--- config.mk ---
export PLATFORM = sky130hd
export DESIGN_NAME = register_file_param
export DESIGN_NICKNAME = d
export VERILOG_FILES = /design/src/rtl/rf_pkg.sv /design/src/rtl/rf_read_port.sv /design/src/rtl/register_file_param.sv
export SDC_FILE = /design/constraint.sdc
export NUM_CORES = 2
export LEC_CHECK = 0
export ABC_AREA = 1
export CAP_MARGIN = 20
export CELL_PAD_IN_SITES_DETAIL_PLACEMENT = 0
export CELL_PAD_IN_SITES_GLOBAL_PLACEMENT = 1
export CORE_UTILIZATION = 39
export CTS_BUF_LIST = sky130_fd_sc_hd__clkbuf_16
export DETAILED_ROUTE_END_ITERATION = 16
export GPL_ROUTABILITY_DRIVEN = 0
export PLACE_DENSITY = 0.87
export SYNTH_ARGS = -nofsm -noshare
export SYNTH_HDL_FRONTEND = slang
export SYNTH_HIERARCHICAL = 1
export SYNTH_SLANG_ARGS = --single-unit
--- constraint.sdc ---
create_clock -name Clk -period 16.85 [get_ports Clk]
set_clock_uncertainty 0.05 [all_clocks]
set_input_delay 1.685 -clock Clk [delete_from_list [all_inputs] [get_ports Clk]]
set_output_delay 1.685 -clock Clk [all_outputs]
set_load 0.01 [all_outputs]
--- src/rtl/rf_pkg.sv ---
// Shared definitions for the parameterised register file.
// Holds the parameter defaults and the PC-update priority encoding so that
// the top module and any tooling agree on which source wins at a clock edge.
package rf_pkg;

    localparam int unsigned RF_DATA_W_DEF  = 32;
    localparam int unsigned RF_ADDR_W_DEF  = 4;
    localparam int unsigned RF_NUM_RD_DEF  = 3;
    localparam int unsigned RF_PC_STEP_DEF = 4;
    localparam int unsigned RF_BYPASS_DEF  = 1;

    // PC update source, ordered so a higher code means a higher priority
    typedef enum logic [1:0] {
        PC_HOLD    = 2'd0,
        PC_STEP_UP = 2'd1,
        PC_GEN_WR  = 2'd2,
        PC_LOAD    = 2'd3
    } pc_sel_e;

    // Priority: explicit load > general write to PC > increment > hold
    function automatic pc_sel_e pc_select(input logic loadpc,
                                          input logic wr_hit,
                                          input logic inc);
        pc_sel_e sel;
        sel = PC_HOLD;
        if (loadpc) begin
            sel = PC_LOAD;
        end else if (wr_hit) begin
            sel = PC_GEN_WR;
        end else if (inc) begin
            sel = PC_STEP_UP;
        end
        return sel;
    endfunction

endpackage

--- src/rtl/rf_read_port.sv ---
// One combinational read port of the register file.
// Ports:
//   rd_addr   - register index to read
//   regs      - current register contents
//   busy      - per-register pending-load flags
//   fwd_en    - a general write is in flight this cycle (already gated by reset)
//   wr_addr   - index of the in-flight write
//   wr_data   - data of the in-flight write
//   rd_data_c - read data (forwarded from the write when BYPASS != 0)
//   rd_busy_c - pending-load flag of the addressed register (never forwarded)
module rf_read_port
    import rf_pkg::*;
#(
    parameter int unsigned DATA_W = RF_DATA_W_DEF,
    parameter int unsigned ADDR_W = RF_ADDR_W_DEF,
    parameter int unsigned BYPASS = RF_BYPASS_DEF,
    localparam int unsigned DEPTH = 1 << ADDR_W
) (
    input  logic [ADDR_W-1:0] rd_addr,
    input  logic [DATA_W-1:0] regs [DEPTH],
    input  logic [DEPTH-1:0]  busy,
    input  logic              fwd_en,
    input  logic [ADDR_W-1:0] wr_addr,
    input  logic [DATA_W-1:0] wr_data,
    output logic [DATA_W-1:0] rd_data_c,
    output logic              rd_busy_c
);

    // Stored value, optionally replaced by same-cycle write data
    always_comb begin
        rd_data_c = regs[rd_addr];
        rd_busy_c = busy[rd_addr];
        if ((BYPASS != 0) && fwd_en && (wr_addr == rd_addr)) begin
            rd_data_c = wr_data;
        end
    end

endmodule

--- src/rtl/register_file_param.sv ---
// Parameterised register file with an embedded program counter and a
// pending-load scoreboard.
// Ports:
//   Clk, RESET       - clock; asynchronous active-high reset
//   Rd, Mem          - ALU result / memory load write data
//   WR_EN, WR_SRC    - write enable; source select (0 = Rd, 1 = Mem)
//   WR_ADDR          - write index
//   RD_ADDR          - packed read indices, NUM_RD ports
//   Pcin, LOADPC     - PC load value and load strobe
//   PC_INC           - advance PC by PC_STEP
//   LD_REQ, LD_ADDR  - mark a register as waiting for a memory load
//   RD_DATA, RD_BUSY - packed combinational read data and busy flags
//   PCout            - current PC register value
module register_file_param
    import rf_pkg::*;
#(
    parameter int unsigned DATA_W  = RF_DATA_W_DEF,
    parameter int unsigned ADDR_W  = RF_ADDR_W_DEF,
    parameter int unsigned NUM_RD  = RF_NUM_RD_DEF,
    parameter int unsigned PC_IDX  = (1 << ADDR_W) - 1,
    parameter int unsigned PC_STEP = RF_PC_STEP_DEF,
    parameter int unsigned BYPASS  = RF_BYPASS_DEF
) (
    input  logic                     Clk,
    input  logic                     RESET,
    input  logic [DATA_W-1:0]        Rd,
    input  logic [DATA_W-1:0]        Mem,
    input  logic                     WR_EN,
    input  logic                     WR_SRC,
    input  logic [ADDR_W-1:0]        WR_ADDR,
    input  logic [NUM_RD*ADDR_W-1:0] RD_ADDR,
    input  logic [DATA_W-1:0]        Pcin,
    input  logic                     LOADPC,
    input  logic                     PC_INC,
    input  logic                     LD_REQ,
    input  logic [ADDR_W-1:0]        LD_ADDR,
    output logic [NUM_RD*DATA_W-1:0] RD_DATA,
    output logic [NUM_RD-1:0]        RD_BUSY,
    output logic [DATA_W-1:0]        PCout
);

    localparam int unsigned DEPTH = 1 << ADDR_W;
    localparam logic [ADDR_W-1:0] PC_A = ADDR_W'(PC_IDX);

    logic [DATA_W-1:0] regs_q [DEPTH];
    logic [DATA_W-1:0] regs_d [DEPTH];
    logic [DEPTH-1:0]  busy_q;
    logic [DEPTH-1:0]  busy_d;

    logic [DATA_W-1:0] wr_data;
    logic              wr_pc_hit;
    logic              fwd_en;

    assign wr_data   = WR_SRC ? Mem : Rd;
    assign wr_pc_hit = WR_EN && (WR_ADDR == PC_A);
    // Forwarding is suppressed during reset so reads stay at zero
    assign fwd_en    = WR_EN && !RESET;

    // Next-state for storage, PC and scoreboard
    always_comb begin
        regs_d = regs_q;
        busy_d = busy_q;

        if (WR_EN && !wr_pc_hit) begin
            regs_d[WR_ADDR] = wr_data;
        end

        case (pc_select(LOADPC, wr_pc_hit, PC_INC))
            PC_LOAD:    regs_d[PC_A] = Pcin;
            PC_GEN_WR:  regs_d[PC_A] = wr_data;
            PC_STEP_UP: regs_d[PC_A] = regs_q[PC_A] + DATA_W'(PC_STEP);
            default:    regs_d[PC_A] = regs_q[PC_A];
        endcase

        // Load completion clears first so a same-edge new request wins
        if (WR_EN && WR_SRC) begin
            busy_d[WR_ADDR] = 1'b0;
        end
        if (LD_REQ) begin
            busy_d[LD_ADDR] = 1'b1;
        end
        busy_d[PC_A] = 1'b0;
    end

    always_ff @(posedge Clk or posedge RESET) begin
        if (RESET) begin
            regs_q <= '{default: '0};
            busy_q <= '0;
        end else begin
            regs_q <= regs_d;
            busy_q <= busy_d;
        end
    end

    assign PCout = regs_q[PC_A];

    for (genvar k = 0; k < NUM_RD; k++) begin : g_rd
        rf_read_port #(
            .DATA_W (DATA_W),
            .ADDR_W (ADDR_W),
            .BYPASS (BYPASS)
        ) u_rd_port (
            .rd_addr   (RD_ADDR[k*ADDR_W +: ADDR_W]),
            .regs      (regs_q),
            .busy      (busy_q),
            .fwd_en    (fwd_en),
            .wr_addr   (WR_ADDR),
            .wr_data   (wr_data),
            .rd_data_c (RD_DATA[k*DATA_W +: DATA_W]),
            .rd_busy_c (RD_BUSY[k])
        );
    end

endmodule

### Word level (Yosys, flattened, before mapping)

Index checks and enable logic that the tools add are counted.

| word-level totals | value |
|---|---|
| register bits after elaboration | 527 |
| input port bits | 123 |
| output and inout bits | 131 |

| cells by class | value |
|---|---|
| reductions and logical operators | 13 |
| muxes and demuxes | 32 |
| eq/ne operators | 7 |
| $lt $le $gt $ge | 12 |
| bitwise gates (word level) | 7 |
| add/subtract/negate cells | 1 |

Operators with widths:

| kind | number |
|---|---|
| bitwise mux 512 bit | 1 |
| binary-select mux 32 bit (select 4 bit) | 3 |
| two-way mux 32 bit | 11 |
| demux 32 bit (select 4 bit) | 1 |
| one-hot mux 32 bit (3 select lines) | 1 |
| adder 32 x 3 -> 32 bit (second input constant) | 1 |
| two-way mux 15 bit | 2 |
| < comparator 4 x 5 -> 1 bit (second input constant) | 5 |
| >= comparator 5 bit (second input constant) | 4 |
| NOT 4 -> 5 bit | 4 |
| bitwise AND 15 bit | 1 |
| NOT 15 bit | 1 |
| bitwise OR 15 bit | 1 |
| binary-select mux 1 bit (select 4 bit) | 3 |
| equality test 4 bit | 3 |
| logical AND 1 bit | 10 |
| demux 1 bit (select 4 bit) | 2 |
| >= comparator 4 x 1 -> 1 bit (second input constant) | 2 |
| two-way mux 1 bit | 6 |
| < comparator 5 x 1 -> 1 bit (second input constant) | 1 |
| equality test 2 bit (second input constant) | 2 |
| equality test 4 bit (second input constant) | 1 |
| two-way mux 2 bit | 2 |
| nonzero test 3 bit | 1 |
| 2 further kinds | 3 |

### Longest topological paths before layout

| depth | value |
|---|---|
| word-level depth | 9 |
| gate-level depth with buffers | 13 |

### By module

Netlist, hierarchy kept.

By module, submodules not included:

| module | cells an instance | area an instance (µm²) | times used |
|---|---|---|---|
| register_file_param | 2,230 | 21,755.9 | 1 |
| rf_read_port | 1,329 | 5,968.2 | 3 |

### Least setup slack after synthesis

OpenSTA, ideal clock, no wires.

| path | value |
|---|---|
| path type | in2out |
| start point | input WR_SRC |
| end point | output RD_DATA[10] |
| buffers on the path | 4 |
| setup slack | 12.297 ns |
| stages | 10 |
| arrival | 2.818 ns |
| path through | buf_2 -> inv_2 -> buf_4 -> nand2_1 -> and2_1 -> clkbuf_1 -> buf_2 -> inv_1 -> nand4_1 -> nand2_1 |

| between the ends | value |
|---|---|
| cells in the longest elaborated chain, start to end | 2 |

Ends and longest elaborated chain:

| item | line | RTL |
|---|---|---|
| start, declared | register_file_param.sv:29 | `input logic WR_SRC,` |
| two-way mux 32 bit | register_file_param.sv:54 | `assign wr_data = WR_SRC ? Mem : Rd;` |
| net wr_data[10] | register_file_param.sv:50 | `logic [DATA_W-1:0] wr_data;` |
| two-way mux 32 bit | rf_read_port.sv:33 | `if ((BYPASS != 0) && fwd_en && (wr_addr == rd_addr)) begin` |
| end, declared | register_file_param.sv:37 | `output logic [NUM_RD*DATA_W-1:0] RD_DATA,` |

The timed path passes the listed nets, and every way through them passes these cells.

### Final worst setup path

| path | value |
|---|---|
| start point | input RD_ADDR[8] |
| end point | output RD_DATA[80] |

| between the ends | value |
|---|---|
| cells in the longest elaborated chain, start to end | 5 |
| elaborated cells between the ends (all ways) | 7 |
| classes of those cells | eq/ne (1); mux (4); bitwise (1); reduce/logical (1) |

Ends and longest elaborated chain:

| item | line | RTL |
|---|---|---|
| start, declared | register_file_param.sv:31 | `input logic [NUM_RD*ADDR_W-1:0] RD_ADDR,` |
| NOT 4 -> 5 bit (implied by the code) | rf_read_port.sv:31 | `rd_data_c = regs[rd_addr];` |
| binary-select mux 32 bit (select 4 bit) | rf_read_port.sv:31 |  |
| two-way mux 32 bit (implied by the code) (2 in a row) | rf_read_port.sv:31 |  |
| two-way mux 32 bit * | rf_read_port.sv:33 |  |

Mark *: on every way between the ends. The rest lies on a longest branch, timed or not. The select of a mux whose other input is x is not followed.

==> results.txt <==
The final-report hold violation count is 0. The worst voltage drop across the vdd grid came out at 89.3 µV. The post-route clock period utilization is 46.7%. For this run, the top clock speed supported by timing is 127 MHz. The clock latency reported for the late side of the worst-skew pair came out at 680 ps. In this run the post-CTS setup repair buffer count came out at 0. The half-perimeter wire length after detailed placement is 109000 µm. The mean number of vias per cell is 5.98.

The die extent in x came out at 321 µm. The average footprint of a synthesized cell came out at 6.38 µm². The top-area cell type share of the netlist area is 33.3%. For this configuration, the core starts out at a cell density of 39.5%.

The clock net in this run drives a total of 527 sinks. The post-synthesis to final-layout area growth came out at 8.79%. The ratio of total power to cell area came out at 109 mW/mm². In this run, synthesis produced a sequential element count of 527. Leaving out fill and tap cells, the most frequent cells in the layout are sky130_fd_sc_hd__nand2_1 (2829), sky130_fd_sc_hd__nand3_1 (1194), sky130_fd_sc_hd__dfrtp_1 (527), sky130_fd_sc_hd__nor2_1 (253), sky130_fd_sc_hd__clkdlybuf4s50_1 (240). The tightest hold path in the finished design has a slack of 487 ps. The relative contribution of combinational cells to total power came out at 30.0%. Along the worst path, the maximum fanout reaches 121.

The cell at the root of the clock tree is sky130_fd_sc_hd__clkbuf_16. Leaving out fill and tap cells, the most frequent cell in the layout is sky130_fd_sc_hd__nand2_1. The tightest min-delay check is of the reg2reg type. The number of vias after detailed routing is 44628. Subtracting the final worst setup slack from the clock period gives 7870 ps. The total global-route track usage is 34.1%. The number of max-cap violations is 0.

The number of max-slew violations in the final report is 0. The via count of the first global-routing pass is 40613. The sequential fraction of the synthesis area came out at 33.3%. The cell area after technology mapping is 0.0397 mm². The area of the die is 0.103 mm². The static leakage power is 20.3 nW. The number of H-tree branching levels came out at 2.

The met1 usage is 45.2%. The pin count of the biggest net entering global routing came out at 176. The total negative slack is 0 ps. For this run the aggregate overflow at the end of global routing stands at 0.

The floorplan die height came out at 321 µm. The count of nets left with antenna violations once routing finished came out at 0. The placeable core region is 0.100 mm². The predominant post-synthesis flop cell is sky130_fd_sc_hd__dfrtp_1. The cell internal power dissipation came out at 2.88 mW.

The buffer levels on the longest clock path is 3. The number of enable-type register cells in the synthesized netlist is 0. The setup-violating endpoint count in the final report came out at 0. The DRC violation count after routing came out at 0.

The flow ran to the end, and the final reports show no timing, DRC or antenna violations. The routed wire length is 180000 µm. The share of total power consumed by net switching came out at 38.6%. In this run the tightest slew margin relative to its limit is 17.3%.

The total of warnings raised by yosys came out at 6. The share of power burned in the clock network is 28.8%. The initial antenna violation count was 2. Input and output buffers added on the ports amount to 253. The total power of the final layout came out at 4.69 mW. The number of clock buffers inserted by TritonCTS came out at 61. The detail-routed net length per standard cell is 24.2 µm. Before antenna repair, the detailed router went through 9 iterations. The CTS tree is built.

The clock-pin slew of the registers on the worst-case setup and hold paths is 60 ps. The post-cts repair resize count is 0. For this run, global-route usage on met3 was measured as 9.92%. The worst endpoint data arrival time is 6140 ps. The final net count came out at 6188.

The synthesized design spends more area on one cell type than any other, namely sky130_fd_sc_hd__dfrtp_1. Sorting the synthesized cells by area gives the leading types as sky130_fd_sc_hd__dfrtp_1 (33%), sky130_fd_sc_hd__nand2_1 (27%), sky130_fd_sc_hd__nand3_1 (15%). For the worst setup path, the data required time is 15110 ps. The global-route track usage on met2 came out at 50.6%. The worst setup path is launched from a primary input. The cts-stage hold buffer count came out at 0.

The transition time of the tightest slew-check pin came out at 1240 ps. STA classifies the critical path endpoint as an output pin. The routing layer with the top usage in global route is met2. The switching power of the nets came out at 1.81 mW.

The number of design-rule violations left by the first detailed-router iteration came out at 7345. The top-level I/O count is 254. The critical path in this run is classified as in2out.

The row count is 116. The number of distinct library cell variants in the gate-level netlist after synthesis came out at 40. Of the cells placed in the final design, the portion with a size suffix greater than 1 is 4.78%. Setup repair after global routing left no endpoint under its margin. Synthesis produced 6217 cells. Sequential cells account for 41.2% of the total power. The fraction of synthesis flops using an asynchronous set or reset pin came out at 100%. The first-pass GRT wire length is 266000 µm.
## registers in the layout, summed over array words and instances, names as in the netlist
register,count
busy_q,15
regs_q,480
PCout,32
## cells in the mapped netlist (51+ instances only)
master / n
sky130_fd_sc_hd__nor2_1: 253
sky130_fd_sc_hd__buf_4: 111
sky130_fd_sc_hd__dfrtp_1: 527
sky130_fd_sc_hd__inv_1: 117
sky130_fd_sc_hd__o21a_1: 124
sky130_fd_sc_hd__clkbuf_1: 78
sky130_fd_sc_hd__mux2_2: 63
sky130_fd_sc_hd__o21ai_0: 167
sky130_fd_sc_hd__a21oi_1: 106
sky130_fd_sc_hd__nand2_1: 2830
sky130_fd_sc_hd__buf_2: 262
sky130_fd_sc_hd__a31oi_1: 51
sky130_fd_sc_hd__nand4_1: 96
sky130_fd_sc_hd__buf_6: 75
sky130_fd_sc_hd__nand3_1: 1194
## kinds of logic after synthesis
group / after synthesis / synth area share (%)
and+or+nand+nor: 4421 / 46.8
AOI/OAI and AO/OA: 502 / 7.59
other: 1 / 0.00946
muxes: 72 / 2.04
xor gates and xnor gates: 3 / 0.0663
adders and majority gates: 4 / 0.126
buffers and inverters: 687 / 10.1
DFF: 527 / 33.3
## power groups by stage
stage / Sequential (mW) / Combinational (mW) / Clock (mW)
6_report: 1.93 / 1.41 / 1.35
5_1_grt: 1.97 / 1.55 / 1.40
4_1_cts: 1.91 / 1.37 / 1.35
3_5_place_dp: 1.93 / 1.37 / 0
3_3_place_gp: 1.93 / 1.34 / 0
2_1_floorplan: 1.81 / 0.992 / 0
## critical path, cell delays in order
cell,delay (ps)
sky130_fd_sc_hd__buf_8,280
sky130_fd_sc_hd__inv_8,720
sky130_fd_sc_hd__buf_4,800
sky130_fd_sc_hd__buf_4,810
sky130_fd_sc_hd__nand2_1,110
sky130_fd_sc_hd__nand3_1,110
sky130_fd_sc_hd__nand3_1,80
sky130_fd_sc_hd__nand2_1,140
sky130_fd_sc_hd__nand2_1,80
sky130_fd_sc_hd__nand2_1,190
sky130_fd_sc_hd__nand2_1,130
sky130_fd_sc_hd__nand2_1,150
sky130_fd_sc_hd__clkdlybuf4s50_1,560
## routing by layer
metal,wire [µm],part of all wire (%)
met1,69400,38
met4,9450,5.2
met5,13,0.0072
met3,25500,14
met2,75900,42
## cell type report
class	instances	area, µm²
Fill cell	10707	57300
Multi-Input combinational cell	5005	22500
Sequential cell	527	13200
Timing Repair Buffer	333	3240
Tap cell	1357	1700
Clock buffer	63	1580
Inverter	133	549
Clock inverter	46	368
Antenna cell	2	5.00
## through the flow
| stage | util (%) | setup slack, ps | instance area [µm²] | cells |
|---|---|---|---|---|
| final | 43.0 | 8980 | 43100 | 7466 |
| after global routing | 43.0 | 8910 | 43100 | 7464 |
| after CTS | 42.9 | 9250 | 43100 | 7461 |
| after detailed placement | 40.9 | 9260 | 41100 | 7352 |
| after global placement | 40.9 | 8950 | 41100 | 7350 |
| after floorplan | - | 390 | 39700 | 6219 |
## path summary, 6_finish.rpt
kind                                  start           to  slack, ps  cells after the start
worst min register to register  regs_q[464]  regs_q[464]        490                      2
worst max register to register     PCout[8]    PCout[27]      14420                      8
worst max-delay path             RD_ADDR[8]  RD_DATA[80]       8980                     13
worst min-delay path            regs_q[464]  regs_q[464]        490                      2
max in group asynchronous             RESET   regs_q[73]      11950                      5
min in group asynchronous             RESET    busy_q[1]       1670                      2
(Power assumes the default switching activity.)
